<file path="src/rtl/acq_readout_pkg.sv">
// Shared types and helpers for the acquisition readout block: FSM states,
// segment-mode encodings and per-mode segment geometry.
package acq_readout_pkg;

    typedef enum logic [1:0] {
        ST_IDLE   = 2'd0,
        ST_HEADER = 2'd1,
        ST_STREAM = 2'd2,
        ST_DONE   = 2'd3
    } state_t;

    localparam logic [1:0] SEG_CONTINUOUS = 2'd0;
    localparam logic [1:0] SEG_LONG       = 2'd1;
    localparam logic [1:0] SEG_SHORT      = 2'd2;
    localparam logic [1:0] SEG_SHORT_ALT  = 2'd3;

    typedef struct packed {
        logic [31:0] seg_words;
        logic [31:0] seg_count;
    } seg_geom_t;

    function automatic int adc_shift(input int sample_w, input int adc_w);
        return sample_w - adc_w;
    endfunction

    localparam int ADC_SHIFT = adc_shift(16, 14);

    // Words per segment and segment count; their product is always the RAM depth.
    function automatic seg_geom_t seg_geometry(input logic [1:0] mode, input int capacity,
                                               input int long_cap, input int short_cap,
                                               input int spc);
        seg_geom_t g;
        case (mode)
            SEG_CONTINUOUS: begin
                g.seg_words = 32'(capacity / spc);
                g.seg_count = 32'd1;
            end
            SEG_LONG: begin
                g.seg_words = 32'(long_cap / spc);
                g.seg_count = 32'(capacity / long_cap);
            end
            default: begin
                g.seg_words = 32'(short_cap / spc);
                g.seg_count = 32'(capacity / short_cap);
            end
        endcase
        return g;
    endfunction

endpackage

</file>
<file path="src/rtl/acquisition_readout_if.sv">
// AXI4-Stream sample channel between the readout block and its consumer.
interface acquisition_readout_if #(
    parameter int DATA_WIDTH = 16
);
    logic [DATA_WIDTH-1:0] tdata;
    logic                  tvalid;
    logic                  tready;
    logic                  tlast;

    modport master (output tdata, output tvalid, output tlast, input tready);
    modport slave  (input tdata, input tvalid, input tlast, output tready);
endinterface

</file>
<file path="src/rtl/acq_readout_word_fifo.sv">
// Small synchronous word FIFO with occupancy count and flush; holds RAM words
// between the read pipeline and the sample serializer.
module acq_readout_word_fifo #(
    parameter int WIDTH = 56,
    parameter int DEPTH = 4
) (
    input  logic                       clk,
    input  logic                       rst_n,
    input  logic                       flush,
    input  logic                       push,
    input  logic [WIDTH-1:0]           push_data,
    input  logic                       pop,
    output logic [WIDTH-1:0]           head_data,
    output logic [$clog2(DEPTH+1)-1:0] count
);
    localparam int CW = $clog2(DEPTH + 1);
    localparam int PW = (DEPTH > 1) ? $clog2(DEPTH) : 1;

    logic [WIDTH-1:0] mem [DEPTH];
    logic [PW-1:0]    wr_ptr_reg;
    logic [PW-1:0]    rd_ptr_reg;
    logic [CW-1:0]    count_reg;
    logic             do_push;
    logic             do_pop;

    assign do_push   = push && (count_reg != CW'(DEPTH));
    assign do_pop    = pop && (count_reg != '0);
    assign head_data = mem[rd_ptr_reg];
    assign count     = count_reg;

    function automatic logic [PW-1:0] ptr_inc(input logic [PW-1:0] p);
        return (p == PW'(DEPTH - 1)) ? '0 : p + 1'b1;
    endfunction

    always_ff @(posedge clk) begin
        if (do_push && !flush) begin
            mem[wr_ptr_reg] <= push_data;
        end
    end

    always_ff @(posedge clk or negedge rst_n) begin
        if (!rst_n) begin
            wr_ptr_reg <= '0;
            rd_ptr_reg <= '0;
            count_reg  <= '0;
        end else if (flush) begin
            wr_ptr_reg <= '0;
            rd_ptr_reg <= '0;
            count_reg  <= '0;
        end else begin
            if (do_push) wr_ptr_reg <= ptr_inc(wr_ptr_reg);
            if (do_pop)  rd_ptr_reg <= ptr_inc(rd_ptr_reg);
            case ({do_push, do_pop})
                2'b10:   count_reg <= count_reg + 1'b1;
                2'b01:   count_reg <= count_reg - 1'b1;
                default: count_reg <= count_reg;
            endcase
        end
    end
endmodule

</file>
<file path="src/rtl/acquisition_readout.sv">
// Reads a completed capture from the acquisition DPRAM in time order and streams it as AXI4-Stream samples.
// Define ACQ_READOUT_TIMESTAMP_HEADER_EN to prefix each readout with the trigger timestamp beats.
module acquisition_readout
    import acq_readout_pkg::*;
#(
    parameter int ACQUISITION_BUFFER_CAPACITY = 16384,
    parameter int AXI_SAMPLES_PER_CLOCK       = 4,
    parameter int AXI_SAMPLE_WIDTH            = 16,
    parameter int ADC_WIDTH                   = 14,
    parameter int LONG_SEGMENT_CAPACITY       = 2048,
    parameter int SHORT_SEGMENT_CAPACITY      = 512,
    parameter int TRIGGER_DETECTION_LATENCY   = 4,
    parameter int RAM_READ_LATENCY            = 2,
    parameter int ADC_RAM_ADDRESS_WIDTH       = $clog2(ACQUISITION_BUFFER_CAPACITY / AXI_SAMPLES_PER_CLOCK)
) (
    input  logic                                        sysClk,
    input  logic                                        sysReset_n,
    input  logic                                        start,
    input  logic                                        abort,
    input  logic [1:0]                                  segMode,
    input  logic [ADC_RAM_ADDRESS_WIDTH-1:0]            pretriggerCount,
    input  logic [ADC_RAM_ADDRESS_WIDTH-1:0]            triggerAddress,
    input  logic [63:0]                                 triggerTimestamp,
    output logic [ADC_RAM_ADDRESS_WIDTH-1:0]            ramRdAddr,
    input  logic [AXI_SAMPLES_PER_CLOCK*ADC_WIDTH-1:0]  ramRdData,
    acquisition_readout_if.master                       m,
    output logic                                        busy,
    output logic                                        done
);
    localparam int AW         = ADC_RAM_ADDRESS_WIDTH;
    localparam int SPC        = AXI_SAMPLES_PER_CLOCK;
    localparam int WORD_W     = SPC * ADC_WIDTH;
    localparam int SHIFT      = adc_shift(AXI_SAMPLE_WIDTH, ADC_WIDTH);
    localparam int FIFO_DEPTH = RAM_READ_LATENCY + 2;
    localparam int CW         = $clog2(FIFO_DEPTH + 1);
    localparam int SCW        = $clog2(ACQUISITION_BUFFER_CAPACITY + 1);
    localparam int IDXW       = (SPC > 1) ? $clog2(SPC) : 1;

    state_t                  state_reg, state_next;
    seg_geom_t               geom;
    logic [AW-1:0]           rd_addr_reg;
    logic [AW:0]             reads_left_reg;
    logic [RAM_READ_LATENCY-1:0] tag_reg;
    logic [SCW-1:0]          seg_last_idx_reg, seg_pos_reg, sent_reg;
    logic [IDXW-1:0]         lane_reg;
    logic [AXI_SAMPLE_WIDTH-1:0] tdata_reg, sample_ext;
    logic                    tvalid_reg, tlast_reg, final_reg;
    logic [WORD_W-1:0]       fifo_head;
    logic [CW-1:0]           fifo_count, inflight;
    logic [ADC_WIDTH-1:0]    lane_sample [SPC];
    logic                    start_accept, issue, handshake, out_free, load_sample, pop;

    genvar gi;
    generate
        for (gi = 0; gi < SPC; gi++) begin : g_lane
            assign lane_sample[gi] = fifo_head[gi*ADC_WIDTH +: ADC_WIDTH];
        end
    endgenerate

    assign geom         = seg_geometry(segMode, ACQUISITION_BUFFER_CAPACITY, LONG_SEGMENT_CAPACITY,
                                       SHORT_SEGMENT_CAPACITY, SPC);
    assign start_accept = start && !abort && (state_reg == ST_IDLE);
    assign handshake    = tvalid_reg && m.tready;
    assign out_free     = !tvalid_reg || m.tready;
    assign load_sample  = (state_reg == ST_STREAM) && out_free && (fifo_count != '0) && !abort;
    assign pop          = load_sample && (lane_reg == IDXW'(SPC - 1));
    assign sample_ext   = AXI_SAMPLE_WIDTH'(lane_sample[lane_reg]) << SHIFT;

    // A read may only be issued if its word is guaranteed a FIFO slot on return.
    always_comb begin
        inflight = '0;
        for (int i = 0; i < RAM_READ_LATENCY; i++) begin
            inflight = inflight + CW'(tag_reg[i]);
        end
        issue = ((state_reg == ST_STREAM) || (state_reg == ST_HEADER)) && !abort &&
                (reads_left_reg != '0) && ((CW'(FIFO_DEPTH) - fifo_count) > inflight);
    end

    acq_readout_word_fifo #(
        .WIDTH (WORD_W),
        .DEPTH (FIFO_DEPTH)
    ) u_word_fifo (
        .clk       (sysClk),
        .rst_n     (sysReset_n),
        .flush     (abort),
        .push      (tag_reg[RAM_READ_LATENCY-1]),
        .push_data (ramRdData),
        .pop       (pop),
        .head_data (fifo_head),
        .count     (fifo_count)
    );

`ifdef ACQ_READOUT_TIMESTAMP_HEADER_EN
    localparam int HDR_BEATS = 64 / AXI_SAMPLE_WIDTH;
    localparam int HCW       = $clog2(HDR_BEATS + 1);
    localparam int HIW       = (HDR_BEATS > 1) ? $clog2(HDR_BEATS) : 1;

    logic [63:0]                 ts_reg;
    logic [HCW-1:0]              hdr_cnt_reg;
    logic [AXI_SAMPLE_WIDTH-1:0] hdr_chunk [HDR_BEATS];
    logic                        load_hdr;

    generate
        for (gi = 0; gi < HDR_BEATS; gi++) begin : g_hdr
            assign hdr_chunk[gi] = ts_reg[(HDR_BEATS-1-gi)*AXI_SAMPLE_WIDTH +: AXI_SAMPLE_WIDTH];
        end
    endgenerate

    assign load_hdr = (state_reg == ST_HEADER) && out_free && !abort && (hdr_cnt_reg < HCW'(HDR_BEATS));

    always_ff @(posedge sysClk or negedge sysReset_n) begin
        if (!sysReset_n) begin
            ts_reg      <= '0;
            hdr_cnt_reg <= '0;
        end else if (abort) begin
            hdr_cnt_reg <= '0;
        end else if (start_accept) begin
            ts_reg      <= triggerTimestamp;
            hdr_cnt_reg <= '0;
        end else if (load_hdr) begin
            hdr_cnt_reg <= hdr_cnt_reg + 1'b1;
        end
    end
`else
    logic unused_timestamp;
    assign unused_timestamp = ^triggerTimestamp;
`endif

    always_ff @(posedge sysClk or negedge sysReset_n) begin
        if (!sysReset_n) state_reg <= ST_IDLE;
        else             state_reg <= state_next;
    end

    always_comb begin
        state_next = state_reg;
        if (abort) begin
            state_next = ST_IDLE;
        end else begin
            case (state_reg)
`ifdef ACQ_READOUT_TIMESTAMP_HEADER_EN
                ST_IDLE:   if (start) state_next = ST_HEADER;
                ST_HEADER: if (hdr_cnt_reg == HCW'(HDR_BEATS)) state_next = ST_STREAM;
`else
                ST_IDLE:   if (start) state_next = ST_STREAM;
                ST_HEADER: state_next = ST_STREAM;
`endif
                ST_STREAM: if (handshake && final_reg) state_next = ST_DONE;
                default:   state_next = ST_IDLE;
            endcase
        end
    end

    always_comb begin
        busy = (state_reg == ST_HEADER) || (state_reg == ST_STREAM);
        done = (state_reg == ST_DONE);
    end

    always_ff @(posedge sysClk or negedge sysReset_n) begin
        if (!sysReset_n) begin
            tag_reg <= '0;
        end else if (abort) begin
            tag_reg <= '0;
        end else begin
            tag_reg[0] <= issue;
            for (int i = 1; i < RAM_READ_LATENCY; i++) begin
                tag_reg[i] <= tag_reg[i-1];
            end
        end
    end

    always_ff @(posedge sysClk or negedge sysReset_n) begin
        if (!sysReset_n) begin
            rd_addr_reg      <= '0;
            reads_left_reg   <= '0;
            seg_last_idx_reg <= '0;
            seg_pos_reg      <= '0;
            sent_reg         <= '0;
            lane_reg         <= '0;
            tdata_reg        <= '0;
            tvalid_reg       <= 1'b0;
            tlast_reg        <= 1'b0;
            final_reg        <= 1'b0;
        end else if (abort) begin
            reads_left_reg <= '0;
            lane_reg       <= '0;
            tvalid_reg     <= 1'b0;
            tlast_reg      <= 1'b0;
            final_reg      <= 1'b0;
        end else if (start_accept) begin
            rd_addr_reg      <= triggerAddress - pretriggerCount - AW'(TRIGGER_DETECTION_LATENCY);
            reads_left_reg   <= (AW+1)'(geom.seg_words * geom.seg_count);
            seg_last_idx_reg <= SCW'(geom.seg_words * SPC - 1);
            seg_pos_reg      <= '0;
            sent_reg         <= '0;
            lane_reg         <= '0;
        end else begin
            if (issue) begin
                rd_addr_reg    <= rd_addr_reg + 1'b1;
                reads_left_reg <= reads_left_reg - 1'b1;
            end
            if (load_sample) begin
                tdata_reg   <= sample_ext;
                tvalid_reg  <= 1'b1;
                tlast_reg   <= (seg_pos_reg == seg_last_idx_reg);
                final_reg   <= (sent_reg == SCW'(ACQUISITION_BUFFER_CAPACITY - 1));
                seg_pos_reg <= (seg_pos_reg == seg_last_idx_reg) ? '0 : seg_pos_reg + 1'b1;
                sent_reg    <= sent_reg + 1'b1;
                lane_reg    <= pop ? '0 : lane_reg + 1'b1;
            end
`ifdef ACQ_READOUT_TIMESTAMP_HEADER_EN
            else if (load_hdr) begin
                tdata_reg  <= hdr_chunk[hdr_cnt_reg[HIW-1:0]];
                tvalid_reg <= 1'b1;
                tlast_reg  <= 1'b0;
                final_reg  <= 1'b0;
            end
`endif
            else if (handshake) begin
                tvalid_reg <= 1'b0;
                tlast_reg  <= 1'b0;
            end
        end
    end

    assign ramRdAddr = rd_addr_reg;
    assign m.tdata   = tdata_reg;
    assign m.tvalid  = tvalid_reg;
    assign m.tlast   = tlast_reg;
endmodule

</file>
<file path="src/flat_wrapper.sv">
// flat-port wrapper written by rule: the top's interface ports become plain ports
module acquisition_readout_flat import acq_readout_pkg::*;
#(
    parameter int ACQUISITION_BUFFER_CAPACITY = 16384,
    parameter int AXI_SAMPLES_PER_CLOCK       = 4,
    parameter int AXI_SAMPLE_WIDTH            = 16,
    parameter int ADC_WIDTH                   = 14,
    parameter int LONG_SEGMENT_CAPACITY       = 2048,
    parameter int SHORT_SEGMENT_CAPACITY      = 512,
    parameter int TRIGGER_DETECTION_LATENCY   = 4,
    parameter int RAM_READ_LATENCY            = 2,
    parameter int ADC_RAM_ADDRESS_WIDTH       = $clog2(ACQUISITION_BUFFER_CAPACITY / AXI_SAMPLES_PER_CLOCK)
)
  (sysClk, sysReset_n, start, abort, segMode, pretriggerCount, triggerAddress, triggerTimestamp, ramRdAddr, ramRdData, busy, done, m_tdata, m_tvalid, m_tlast, m_tready);
  acquisition_readout_if #(.DATA_WIDTH((16))) m_i ();
  input  logic sysClk;
  input  logic sysReset_n;
  input  logic start;
  input  logic abort;
  input  logic [1:0] segMode;
  input  logic [ADC_RAM_ADDRESS_WIDTH-1:0] pretriggerCount;
  input  logic [ADC_RAM_ADDRESS_WIDTH-1:0] triggerAddress;
  input  logic [63:0] triggerTimestamp;
  output logic [ADC_RAM_ADDRESS_WIDTH-1:0] ramRdAddr;
  input  logic [AXI_SAMPLES_PER_CLOCK*ADC_WIDTH-1:0] ramRdData;
  output logic busy;
  output logic done;
  output wire logic [$bits(m_i.tdata)-1:0] m_tdata;
  output wire logic [$bits(m_i.tvalid)-1:0] m_tvalid;
  output wire logic [$bits(m_i.tlast)-1:0] m_tlast;
  input wire logic [$bits(m_i.tready)-1:0] m_tready;
  assign m_tdata = m_i.tdata;
  assign m_tvalid = m_i.tvalid;
  assign m_tlast = m_i.tlast;
  assign m_i.tready = m_tready;
  acquisition_readout #(.ACQUISITION_BUFFER_CAPACITY(ACQUISITION_BUFFER_CAPACITY), .AXI_SAMPLES_PER_CLOCK(AXI_SAMPLES_PER_CLOCK), .AXI_SAMPLE_WIDTH(AXI_SAMPLE_WIDTH), .ADC_WIDTH(ADC_WIDTH), .LONG_SEGMENT_CAPACITY(LONG_SEGMENT_CAPACITY), .SHORT_SEGMENT_CAPACITY(SHORT_SEGMENT_CAPACITY), .TRIGGER_DETECTION_LATENCY(TRIGGER_DETECTION_LATENCY), .RAM_READ_LATENCY(RAM_READ_LATENCY), .ADC_RAM_ADDRESS_WIDTH(ADC_RAM_ADDRESS_WIDTH)) u_core (.sysClk(sysClk), .sysReset_n(sysReset_n), .start(start), .abort(abort), .segMode(segMode), .pretriggerCount(pretriggerCount), .triggerAddress(triggerAddress), .triggerTimestamp(triggerTimestamp), .ramRdAddr(ramRdAddr), .ramRdData(ramRdData), .m(m_i), .busy(busy), .done(done));
endmodule
</file>
<file path="config.mk">
export PLATFORM = sky130hd
export DESIGN_NAME = acquisition_readout_flat
export DESIGN_NICKNAME = d
export VERILOG_FILES = /design/src/rtl/acq_readout_pkg.sv /design/src/rtl/acquisition_readout_if.sv /design/src/rtl/acq_readout_word_fifo.sv /design/src/rtl/acquisition_readout.sv /design/src/flat_wrapper.sv
export SDC_FILE = /design/constraint.sdc
export NUM_CORES = 1
export LEC_CHECK = 0
export ABC_AREA = 1
export CAP_MARGIN = 20
export CELL_PAD_IN_SITES_DETAIL_PLACEMENT = 1
export CELL_PAD_IN_SITES_GLOBAL_PLACEMENT = 1
export CORE_MARGIN = 2
export CORE_UTILIZATION = 39
export DETAILED_ROUTE_END_ITERATION = 8
export GPL_TIMING_DRIVEN = 1
export PLACE_DENSITY = 0.81
export SETUP_SLACK_MARGIN = 0.4
export SYNTH_ARGS = -nofsm -noshare
export SYNTH_HDL_FRONTEND = slang
export SYNTH_SLANG_ARGS = --single-unit
</file>
<file path="constraint.sdc">
create_clock -name sysClk -period 3.78 [get_ports sysClk]
set_input_delay 0.378 -clock sysClk [delete_from_list [all_inputs] [get_ports sysClk]]
set_output_delay 0.378 -clock sysClk [all_outputs]
set_load 0.02 [all_outputs]
</file>
==> results.md, run 1 <==
Run status:
- The flow ran to the end, and the final reports show no timing, DRC or antenna violations.

Setup path:
- The launching element of the worst setup path is u_core.u_word_fifo.count[0].
- STA classifies the critical path endpoint as a register.
- The category of the most critical setup path is reg -> reg.
- The top fanout value on the critical path is 6.
- The launch instance of the worst register-to-register path is u_core.u_word_fifo.count[0].
- The worst setup path is launched from a register.
- Data on the critical path is required at its endpoint by 4.21 ns.
- The data arrival time at the worst-slack endpoint is between 3 and 4 ns.

Route:
- The total via count after detailed routing is approximately 11000.
- In the routed layout, each cell is associated on average with a via count of between 5 and 6.
- The iteration-0 DRC count of the detailed router is between 700 and 800.
- The aggregate routed wire length is around 40 mm.
- After detailed routing, the average wire length per cell comes to about 19 um.
- For this run, the detailed router's first-pass iteration total came to 5.
- The number of nets with antenna violations after routing is 0.
- For this run, design rule violations remaining after detail routing come to 0.

Timing:
- On the final layout, the worst clock skew is roughly 0.019 ns.
- Setup repair after global routing left no endpoint under its margin.
- Setup violations remaining at the end of the flow were counted as 0.
- The number of hold-slack violations in the final timing report is 0.
- The total negative setup slack is 0 ns.
- The post-route minimum period is ~2.6 ns.
- Headroom to the max-slew limit came out at between 40% and 50%.
- The fmax is around 380 MHz.
- After layout, the worst path uses 69.5% of the clock period.
- The actual transition at the worst max-transition pin is 0.808 ns.
- The number of max-slew violations in the final report is 0.
- Setup slack closes at ~1.2 ns.

Job:
- Max-cap violations in this run came to 0.

Global route:
- The first global-routing pass estimated 64.1 mm of wire.
- The overall overflow remaining after global route is 0.
- The number of global-route vias before repair is around 12000.
- The initial antenna violation count is 3.
- Entering global routing, the biggest net connects 75 pins.
- For this run, the total global-route usage over all layers was measured as around a fifth.

Synthesis:
- The fraction of the yosys area taken by sequential cells is between 60% and 70%.
- A synthesized cell averages approximately 9.9 um2.
- The number of warnings printed during yosys synthesis is 0.
- Counting flops with a built-in enable in the synthesized netlist gives between 200 and 250.
- The largest total area in the synthesized netlist belongs to sky130_fd_sc_hd__edfxtp_1.
- In the synthesized netlist, the cells that appear most often are sky130_fd_sc_hd__nand2_1 (249), sky130_fd_sc_hd__nor2_1 (248), sky130_fd_sc_hd__edfxtp_1 (224).
- Ranked by total cell area, the synthesized netlist is headed by sky130_fd_sc_hd__edfxtp_1 (46%), sky130_fd_sc_hd__dfrtp_1 (15%), sky130_fd_sc_hd__nand2_1 (6.4%), sky130_fd_sc_hd__nor2_1 (6.4%), sky130_fd_sc_hd__o21ai_0 (5.6%).
- The portion of synthesized cell area occupied by the leading cell type is a little under half.
- The synthesized netlist devotes around 18% of its cell area to simple gates.
- After synthesis the netlist holds a flip-flop and latch count of 313.
- The leading register cell type out of synthesis is sky130_fd_sc_hd__edfxtp_1.
- The count of mapped cells out of synthesis is 1469.
- Of the total synthesized cell area, the portion taken by full adders, half adders and majority gates is roughly 3.6%.
- After synthesis, the largest family of logic cells by area is simple AND/OR/NAND/NOR gates.
- The synthesized-area fraction occupied by xor and xnor cells is between 1 and 1.5%.
- The async set-or-reset flop fraction in the synthesized netlist is approximately 28%.
- The most used standard cell by instance count after synthesis is sky130_fd_sc_hd__nand2_1.
- The synthesized netlist contains between 40 and 50 unique library cells.
- The mapped cell area is approximately 15000 um2.
- After synthesis, the share of cell area in mux cells is 0%.
- The compound-cell area share of the yosys netlist is 10.2%.

Final layout:
- The storage element area is about 9000 um2.
- The share of post-route cells with drive strength above 1 is under 10%.
- The fill cell instance count of the final layout is 4035.
- The multi-input combinational cells in the finished layout cover a total of a little under 5000 um2.
- The register with the most flip-flops in the layout has 224 of them.
- The layout overhead on the synthesized area is 19.3%.
- After the last flow step, the layout net total stands at 1774.

CTS:
- For this design, the sink count on the clock tree is 313.
- The cell at the root of the clock tree is sky130_fd_sc_hd__clkbuf_16.
- For the worst-skew pair, the clock arrives at the later sink with an insertion delay of 0.54 ns.
- The number of CTS-inserted buffers is 35.
- TritonCTS built the clock tree.
- The number of gates resized after CTS was 0.
- The number of setup buffers added after CTS is 0.
- The level count of the clock H-tree is 2.
- The clock-pin slew on the worst setup and hold paths is 0.06 ns.
- The number of buffers on the longest clock path is 3.

Floorplanning:
- The die covers about 39000 um2.
- The die is between 150 and 200 um tall.
- The die is between 150 and 200 um wide.
- The effective utilization at floorplan is 39.7%.
- The area of the core is ~37000 um2.
- In this run the count of I/O pins placed on the die edge is roughly 180.
- The site row count is 70.

Worst hold path:
- The class of the most critical hold timing path is in -> async.

Placement:
- The count of input and output buffers is roughly 120.
- At the end of routability-driven placement, the weighted congestion stood at around 0.8.
- OpenSTA, run right after detailed placement, puts the worst setup slack at about 0.86 ns.
- The sum of net half-perimeters after detailed placement is roughly 26 mm.

Power and ir drop:
- The largest voltage drop on the vdd net is between 0.4 and 0.5 mV.
- Dividing total power by cell area gives a power density of a little under 600 nW/um2.
- For this design the static power due to leakage is just under 7 nW.
- The power consumption is roughly 0.010 W.
==> layer usage <==
metal  GRT usage (%)  up-vias  routed length (um)
li1                -     5259                   -
met1            27.1     5578               17300
met2            36.8      231               20100
met3            3.48       51                1960
met4            5.57        0                 730
met5               0        -                   0
==> report_power, final <==
part	internal [W]	leakage, nW	switching (W)
clock	0.00183	0.531	0.00141
combinational	0.000926	3.09	0.00158
sequential	0.00399	3.19	0.000314
total	0.00675	6.81	0.00331
==> kinds of logic after synthesis <==
family,after synthesis
AOI/OAI and AO/OA,261
xor gates and xnor gates,22
adders and majority gates,41
buffers and inverters,188
DFF,313
other,1
and+or+nand+nor,643
==> path summary, 6_finish.rpt <==
| check | end | slack, ns | cells past startpoint |
|---|---|---|---|
| max | u_core.u_word_fifo.count[2] | 1.15 | 12 |
| min | u_core.ramRdAddr[5] | 0.30 | 2 |
| max reg2reg | u_core.u_word_fifo.count[2] | 1.15 | 12 |
| min reg2reg | u_core.m.tdata[2] | 0.49 | 2 |
| max in group asynchronous | u_core.sent_reg[8] | 2.57 | 4 |
| min in group sysClk | u_core.seg_last_idx_reg[13] | 0.43 | 2 |
==> cell type report <==
cell class	instances	share of cell area, %
clock inverter	17	0.862
timing repair buffer	137	8.04
clock buffer	43	5.31
sequential	313	51.4
multi-input combinational	969	28.3
antenna	2	0.0287
tap	468	3.36
inverter	126	2.71
==> layout by cell type, fill, tap and decap left out, drive strengths merged, types with 3 or more instances in the layout <==
master,Yosys,routed
nand2,252,252
nor2,249,249
edfxtp,224,224
o21ai,166,166
inv,126,129
clkdlybuf4s50,0,115
nand3,98,98
dfrtp,89,89
o211ai,56,56
clkbuf,30,43
ha,39,39
nand4,23,23
buf,32,21
a21oi,20,20
xor2,17,17
nor3,12,12
clkinv,0,12
xnor2,5,5
o22ai,4,4
or2,4,4
o21bai,3,3
o31ai,3,3
nand3b,3,3
==> critical path, stage by stage, from the launching register on <==
cell and delay, ns:
sky130_fd_sc_hd__dfrtp_1 0.37, sky130_fd_sc_hd__inv_1 0.10, sky130_fd_sc_hd__ha_1 0.24, sky130_fd_sc_hd__ha_1 0.20
sky130_fd_sc_hd__nor2_1 0.14, sky130_fd_sc_hd__nand2_1 0.29, sky130_fd_sc_hd__nand2_1 0.27, sky130_fd_sc_hd__inv_1 0.08
sky130_fd_sc_hd__fa_1 0.38, sky130_fd_sc_hd__xnor2_1 0.14, sky130_fd_sc_hd__xor2_1 0.16, sky130_fd_sc_hd__nand2_1 0.07
sky130_fd_sc_hd__o21ai_0 0.07
==> through the flow <==
stage               area, um2  util, %  hold slack [ns]  cells
global route            17400     47.3            0.319   2073
finish                  17400     47.4            0.298   2075
floorplan               14600        -           0.0824   1470
global placement        16300     44.3            0.471   2011
CTS                     17400     47.2           0.0376   2071
detailed placement      16300     44.3            0.476   2011
==> timing repair <==
item / in CTS / in global routing
hold endpoints to repair: 0 / 25
hold buffers: 0 / 1
setup endpoints to repair: 0 / 0
Power figures use the tool's default switching activity.
==> inputs of run 2 (changes only) <==
- CORE_UTILIZATION: 39 -> 43
- PLACE_DENSITY: 0.81 -> 0.84
- clock period: 3.78 -> 2.7 ns (I/O delays scaled with it)
==> run 2 against run 1 <==
  * Global-route usage rose by 2.7 points
  * Register-to-register slack got worse by 0.71 ns
  * Non-clock buffer count rose by 15
  * Sequential cell count did not move
  * Critical path depth did not move
  * Hold slack got worse by 0.028 ns
  * First-iteration DRC count rose by 3.5%
  * Clock-buffer cell count did not move
  * Maximum frequency rose by 16%
  * Clock power rose by 56%
  * Combinational power rose by 48%
==> results.md, run 2 (same netlist as run 1, synthesis figures left out) <==
Timing:
- The worst path setup slack after routing came to 0.446 ns (-0.709 ns).
- Setup repair after global routing could not meet its margin everywhere.
- The number of hold-slack violations in the final timing report was 0 (unchanged).
- The actual transition at the worst max-transition pin was 0.647 ns (-0.161 ns).
- The number of max-slew violations in the final report is 0 (unchanged).
- The worst slack on hold paths is 0.270 ns (-0.0280 ns).
- The total setup violations reported at the end of the flow is 0 (unchanged).
- The post-route minimum period is 2.25 ns (-0.371 ns).
- The worst-case headroom to the max-slew limit is 56.8% (+11 points).
- The total negative setup slack is 0 ns (unchanged).
- The maximum clock skew at final layout came to 0.0282 ns (+0.00908 ns).
- The part of the cycle the worst path needs is 83.5% (+14 points).
- The fmax came to 444 MHz (+16%).

Global route:
- The wire length of the first global-routing pass is 66.2 mm (+3.3%).
- The overall overflow remaining after global route is 0 (unchanged).
- The maximum number of pins on one net before global-route repair was 91 (+21%).
- The overall routing resource usage is 23.8% (+2.7 points).
- The initial antenna violation count is 0 (-3).
- The number of global-route vias before repair came to 12393 (+7.0%).

Placement:
- The sum of net half-perimeters after detailed placement came to 27.2 mm (+3.1%).
- The number of cells in the design after placement is 2002 (-0.45%).
- The pre-CTS worst setup slack was 0.0798 ns (-0.778 ns).
- The count of input and output buffers is 116 (unchanged).
- The last weighted congestion value of the routability-driven placer came to 0.834 (+3.6%).

Setup path:
- The kind of launch point of the worst setup path is a register.
- The category of the most critical setup path is reg -> reg.
- The data arrival time at the worst-slack endpoint is 2.68 ns (-0.37 ns).
- The top fanout value on the critical path came to 4 (-2).
- The path depth of the worst reg2reg path is 12 (unchanged).
- The kind of capture point of the worst setup path is a register.
- The worst path required time came to 3.12 ns (-1.09 ns).

Final layout:
- The flip-flop count of the largest register, all copies and words added is 224 (unchanged).
- The number of nets at the end of the flow is 1790 (+0.90%).
- The number of antenna cells inserted is 0 (-2).
- In the layout the commonest cells are sky130_fd_sc_hd__nand2_1 (246), sky130_fd_sc_hd__nor2_1 (242), sky130_fd_sc_hd__edfxtp_1 (224).
- The most common library cell in the layout ignoring fill and taps is sky130_fd_sc_hd__nand2_1.
- The fill cell instance count of the final layout is 3649 (-9.6%).
- The area growth from synthesis to layout is 21.7%.
- The non-filler instance count after layout is 2074 (-0.048%).
- The share of post-route cells with drive strength above 1 came to 7.69% (+1.7 points).

Floorplanning:
- The horizontal extent of the die came to 188 um (-4.7%).
- The total I/O pin count came to 183 (unchanged).
- The area of the die was 35400 um2 (-9.1%).
- The site row count is 67 (-4.3%).
- The effective utilization at floorplan came to 43.7% (+4.0 points).
- The y dimension of the die is 188 um (-4.7%).
- The area of the core was 33400 um2 (-9.1%).

Route:
- The aggregate routed wire length came to 41.6 mm (+3.7%).
- The mean routed wirelength per cell is 20.1 um (+3.8%).
- The iteration-0 DRC count of the detailed router is 808 (+3.5%).
- The length of the first detailed-routing pass in iterations was 5 (unchanged).
- The number of nets with antenna violations after routing is 0 (unchanged).
- The total DRC errors in the routed layout was 0 (unchanged).
- The total via count after detailed routing came to 11375 (+2.3%).
- The routed via count divided by cell count is 5.48 (+2.4%).

CTS:
- The level count of the clock H-tree is 2 (unchanged).
- The number of CTS-inserted buffers is 36 (+2.9%).
- The clock-pin slew on the worst setup and hold paths was 0.06 ns (about the same).
- The cell at the root of the clock tree is sky130_fd_sc_hd__clkbuf_16.
- TritonCTS built the clock tree.
- The insertion delay of the later-clocked pin in the worst-skew pair is 0.54 ns (about the same).
- The number of buffers on the longest clock path is 3 (unchanged).
- The count of clock tree sinks was 313 (unchanged).

Worst hold path:
- The tightest min-delay check is of the in -> async type.

Power and ir drop:
- The largest voltage drop on the vdd net is 0.558 mV (+39%).
- The total power divided by cell area is 829 nW/um2 (+44%).
- The power consumption is 0.0147 W (+47%).
- The leakage power is 6.96 nW (+2.2%).

Job:
- The max-capacitance violation count came to 0 (unchanged).

Run status:
- The run finished with clean final reports.
run 2: path summary, 6_finish.rpt:
| check | start | end | slack [ns] |
|---|---|---|---|
| setup / recovery | u_core.u_word_fifo.count[1] | u_core.u_word_fifo.count[2] | 0.45 |
| max in group asynchronous | sysReset_n | u_core.m.tdata[3] | 1.73 |
| hold reg to reg | u_core.m.tdata[2] | u_core.m.tdata[2] | 0.48 |
| hold / removal | sysReset_n | u_core.ramRdAddr[11] | 0.27 |
| min in group sysClk | segMode[0] | u_core.seg_last_idx_reg[13] | 0.34 |
| setup reg to reg | u_core.u_word_fifo.count[1] | u_core.u_word_fifo.count[2] | 0.45 |
run 2: what timing repair did:
action | CTS | global route
setup endpoints to repair | 11 | 38
endpoints found under the hold margin | 33 | 0
gates resized for setup | 5 | 11
setup buffers | 1 | 4
hold buffers | 1 | 0
pin swaps | 0 | 6
run 2: area by class of cell:
type	instances	area [um2]	share of cell area (%)
Timing Repair Buffer	152	1550	8.70
Inverter	126	473	2.66
Multi-Input combinational cell	969	5000	28.1
Clock inverter	23	274	1.54
Clock buffer	43	958	5.39
Tap cell	448	561	3.15
Sequential cell	313	8960	50.4
run 2: layer usage:
layer	part of all wire, %	track usage (%)	vias up
li1	-	-	5299
met1	41	28.1	5731
met2	51	42.9	257
met3	4.4	3.93	88
met4	3.8	9.69	0
met5	0	0	-
run 2: report_power, final:
part / switching, W / internal, W / leakage (nW) / total, W
clock: 0.00202 / 0.00304 / 0.594 / 0.00506
sequential: 0.000398 / 0.00559 / 3.19 / 0.00598
combinational: 0.00232 / 0.00137 / 3.18 / 0.00369
run 2: critical path: stages (launching register included):
cell and delay, ns:
sky130_fd_sc_hd__dfrtp_1 0.38, sky130_fd_sc_hd__inv_2 0.05, sky130_fd_sc_hd__ha_2 0.19, sky130_fd_sc_hd__ha_2 0.20, sky130_fd_sc_hd__nor2_4 0.13, sky130_fd_sc_hd__nand2_4 0.07, sky130_fd_sc_hd__nand2_4 0.10, sky130_fd_sc_hd__inv_2 0.05
sky130_fd_sc_hd__fa_2 0.38, sky130_fd_sc_hd__xnor2_2 0.20, sky130_fd_sc_hd__xor2_1 0.23, sky130_fd_sc_hd__nand2_1 0.09, sky130_fd_sc_hd__o21ai_0 0.09
run 2: through the flow:
step | area, um2 | utilization (%)
CTS | 17700 | 52.9
global route | 17800 | 53.1
global placement | 16400 | 49.1
finish | 17800 | 53.1
detailed placement | 16400 | 49.1
floorplan | 14700 | -
==> inputs of run 3 (changes only) <==
- clock period: 2.7 -> 2.1 ns (I/O delays scaled with it)
==> run 3 against run 2 <==
  * The flow now finishes with violations (setup timing)
  * Die area unchanged
  * Global-route usage up 6.4 points
  * First-iteration DRC count up 75%
  * Critical path type unchanged
==> results.md, run 3 (same netlist as run 1, synthesis figures left out) <==
Run status:
- The run finished, with violations left.
- The final reports fail on setup timing.

Route:
- The number of nets with antenna violations after routing is 0 (unchanged).
- The iteration-0 DRC count of the detailed router is 1415 (+75%).
- The aggregate routed wire length is 62.2 mm (+49%).
- The total DRC errors in the routed layout is 0 (unchanged).
- The total via count after detailed routing is 13566 (+19%).
- The length of the first detailed-routing pass in iterations is 7 (+2).
- The mean routed wirelength per cell was 28.2 um (+40%).
- The routed via count divided by cell count came to 6.14 (+12%).

Timing:
- The number of max-slew violations in the final report was 0 (unchanged).
- The fmax came to 452 MHz (+1.9%).
- The number of hold-slack violations in the final timing report is 0 (unchanged).
- The total setup violations reported at the end of the flow is 99 (+99).
- The actual transition at the worst max-transition pin was 0.665 ns (+0.0184 ns).
- Setup repair after global routing could not meet its margin everywhere.
- The part of the cycle the worst path needs is 105% (+22 points).
- The worst path setup slack after routing is -0.112 ns (-0.558 ns).
- The maximum clock skew at final layout is 0.0297 ns (+0.00146 ns).
- The worst slack on hold paths came to 0.148 ns (-0.122 ns).
- The total negative setup slack is -2.32 ns (-2.32 ns).
- The worst-case headroom to the max-slew limit is 55.2% (-1.6 points).
- The post-route minimum period is 2.21 ns (-0.0424 ns).

Final layout:
- The number of nets at the end of the flow came to 1926 (+7.6%).
- The storage element area was 8960 um2 (about the same).
- Leaving out fill and tap cells, the most frequent cell in the layout is sky130_fd_sc_hd__nor2_1.
- Leaving out fill and tap cells, the most frequent cells in the layout are sky130_fd_sc_hd__nor2_1 (231), sky130_fd_sc_hd__edfxtp_1 (224), sky130_fd_sc_hd__nand2_1 (180).
- Relative to the synthesized area, the layout overhead comes to 42.8%.
- The flip-flop count of the largest register, all copies and words added is 224 (unchanged).
- The fill cell instance count of the final layout was 3379 (-7.4%).
- The area used by multi-input combinational logic is 5860 um2 (+17%).
- The share of post-route cells with drive strength above 1 is 23.8% (+16 points).
- The non-filler instance count after layout is 2208 (+6.5%).

Global route:
- The initial antenna violation count is 5 (+5).
- The overall routing resource usage is 30.2% (+6.4 points).
- The maximum number of pins on one net before global-route repair is 56 (-38%).
- The layer flagged by global routing as most heavily used is met2.
- The number of global-route vias before repair is 13675 (+10%).
- The met3 demand-to-capacity share in global routing is 5.08% (+1.2 points).
- The met2 global-route usage is 53.3% (+10 points).
- The overall overflow remaining after global route is 0 (unchanged).
- The global routing met1 resource utilization was 35.7% (+7.6 points).
- The wire length of the first global-routing pass is 81.9 mm (+24%).

Floorplanning:
- The effective utilization at floorplan was 43.7% (unchanged).
- The site row count is 67 (unchanged).
- The total I/O pin count is 183 (unchanged).
- The horizontal extent of the die is 188 um (unchanged).
- The area of the die is 35400 um2 (unchanged).
- The y dimension of the die is 188 um (unchanged).
- The area of the core is 33400 um2 (unchanged).

Worst hold path:
- The path class of the tightest hold or removal check is in -> async.

Setup path:
- The setup slack of the worst register-to-register path was -0.11 ns (-0.56 ns).
- The worst setup path is launched from a register.
- The data arrival time at the worst-slack endpoint is 2.64 ns (-0.04 ns).
- The top fanout value on the critical path is 6 (+2).
- The worst setup path is captured at a register.
- The critical path goes through inv_2 -> ha_4 -> ha_4 -> inv_2 -> o21bai_1 -> nand2_1 -> nand2_2 -> nand3_4 -> buf_12 -> nand2_8 -> buf_12 -> nand3_4 -> o21ai_2.
- The cell with the largest stage delay on the worst path is sky130_fd_sc_hd__dfrtp_1.
- The peak per-stage delay on the critical path was 0.41 ns (+0.03 ns).
- The worst path required time is 2.53 ns (-0.59 ns).
- The worst setup path is of the reg -> reg kind.

CTS:
- The insertion delay of the later-clocked pin in the worst-skew pair was 0.54 ns (about the same).
- The count of clock tree sinks is 313 (unchanged).
- The number of buffers on the longest clock path is 3 (unchanged).
- The number of CTS-inserted buffers is 36 (unchanged).
- The cell at the root of the clock tree is sky130_fd_sc_hd__clkbuf_16.
- The clock tree from TritonCTS is yes.
- The level count of the clock H-tree is 2 (unchanged).
- The clock-pin slew on the worst setup and hold paths was 0.07 ns (about the same).

Job:
- The max-capacitance violation count is 0 (unchanged).

Placement:
- The pre-CTS worst setup slack is -0.284 ns (-0.364 ns).
- The last weighted congestion value of the routability-driven placer came to 0.851 (+2.1%).
- The number of cells in the design after placement came to 2034 (+1.6%).
- The sum of net half-perimeters after detailed placement was 29.4 mm (+8.2%).
- The count of input and output buffers came to 116 (unchanged).

Power and ir drop:
- The total power divided by cell area is 1040 nW/um2 (+25%).
- The largest voltage drop on the vdd net was 0.724 mV (+30%).
- The leakage power is 8.64 nW (+24%).
[run 3: path summary, 6_finish.rpt]
path,endpoint,cells past startpoint,start
min reg2reg,u_core.m.tlast,2,u_core.m.tlast
max reg2reg,u_core.reads_left_reg[5],13,u_core.u_word_fifo.count[1]
min in group sysClk,u_core.seg_last_idx_reg[13],2,segMode[0]
max in group asynchronous,u_core.u_word_fifo.rd_ptr_reg[0],3,sysReset_n
max,u_core.reads_left_reg[5],13,u_core.u_word_fifo.count[1]
min,u_core.reads_left_reg[0],2,sysReset_n
[run 3: routing by layer]
layer | vias to the layer above | wire length (um)
met4 | 4 | 3900
met5 | - | 26
li1 | 5590 | -
met2 | 889 | 31500
met3 | 283 | 5010
met1 | 6800 | 21800
[run 3: what timing repair did]
item | CTS | global route
hold buffers | 1 | 0
setup endpoints to repair | 333 | 334
endpoints found under the hold margin | 89 | 0
pin swaps | 42 | 60
setup buffers | 51 | 23
gates cloned | 23 | 12
gates resized for setup | 176 | 211
[run 3: where the power goes]
part,switching (W),internal [W]
clock network,0.00269,0.00339
logic,0.00463,0.00306
registers,0.000703,0.00718
total,0.00802,0.0136
[run 3: layout make-up]
type                       count  area share (%)
sequential                   313            43.0
inverter                     126            2.55
timing repair inverter         1          0.0420
clock inverter                10           0.300
tap                          448            2.69
multi-input combinational    970            28.1
timing repair buffer         286            18.4
antenna                        2          0.0240
clock buffer                  52            4.90
[run 3: metrics by stage]
| step | util [%] | cell area, um2 | power (W) |
|---|---|---|---|
| floorplan | - | 14800 | 0.0107 |
| global placement | 50.5 | 16900 | 0.0126 |
| detailed placement | 50.5 | 16900 | 0.0129 |
| CTS | 58.8 | 19700 | 0.0197 |
| global route | 62.3 | 20800 | 0.0223 |
| finish | 62.3 | 20800 | 0.0217 |
[run 3: worst max-delay path: cells and delay by family, from the launching register on]
kind | cells | cell delay, ns
AOI/OAI and AO/OA | 2 | 0.23
and+or+nand+nor | 5 | 0.52
DFF | 1 | 0.41
adders and majority gates | 2 | 0.49
buffers and inverters | 4 | 0.44
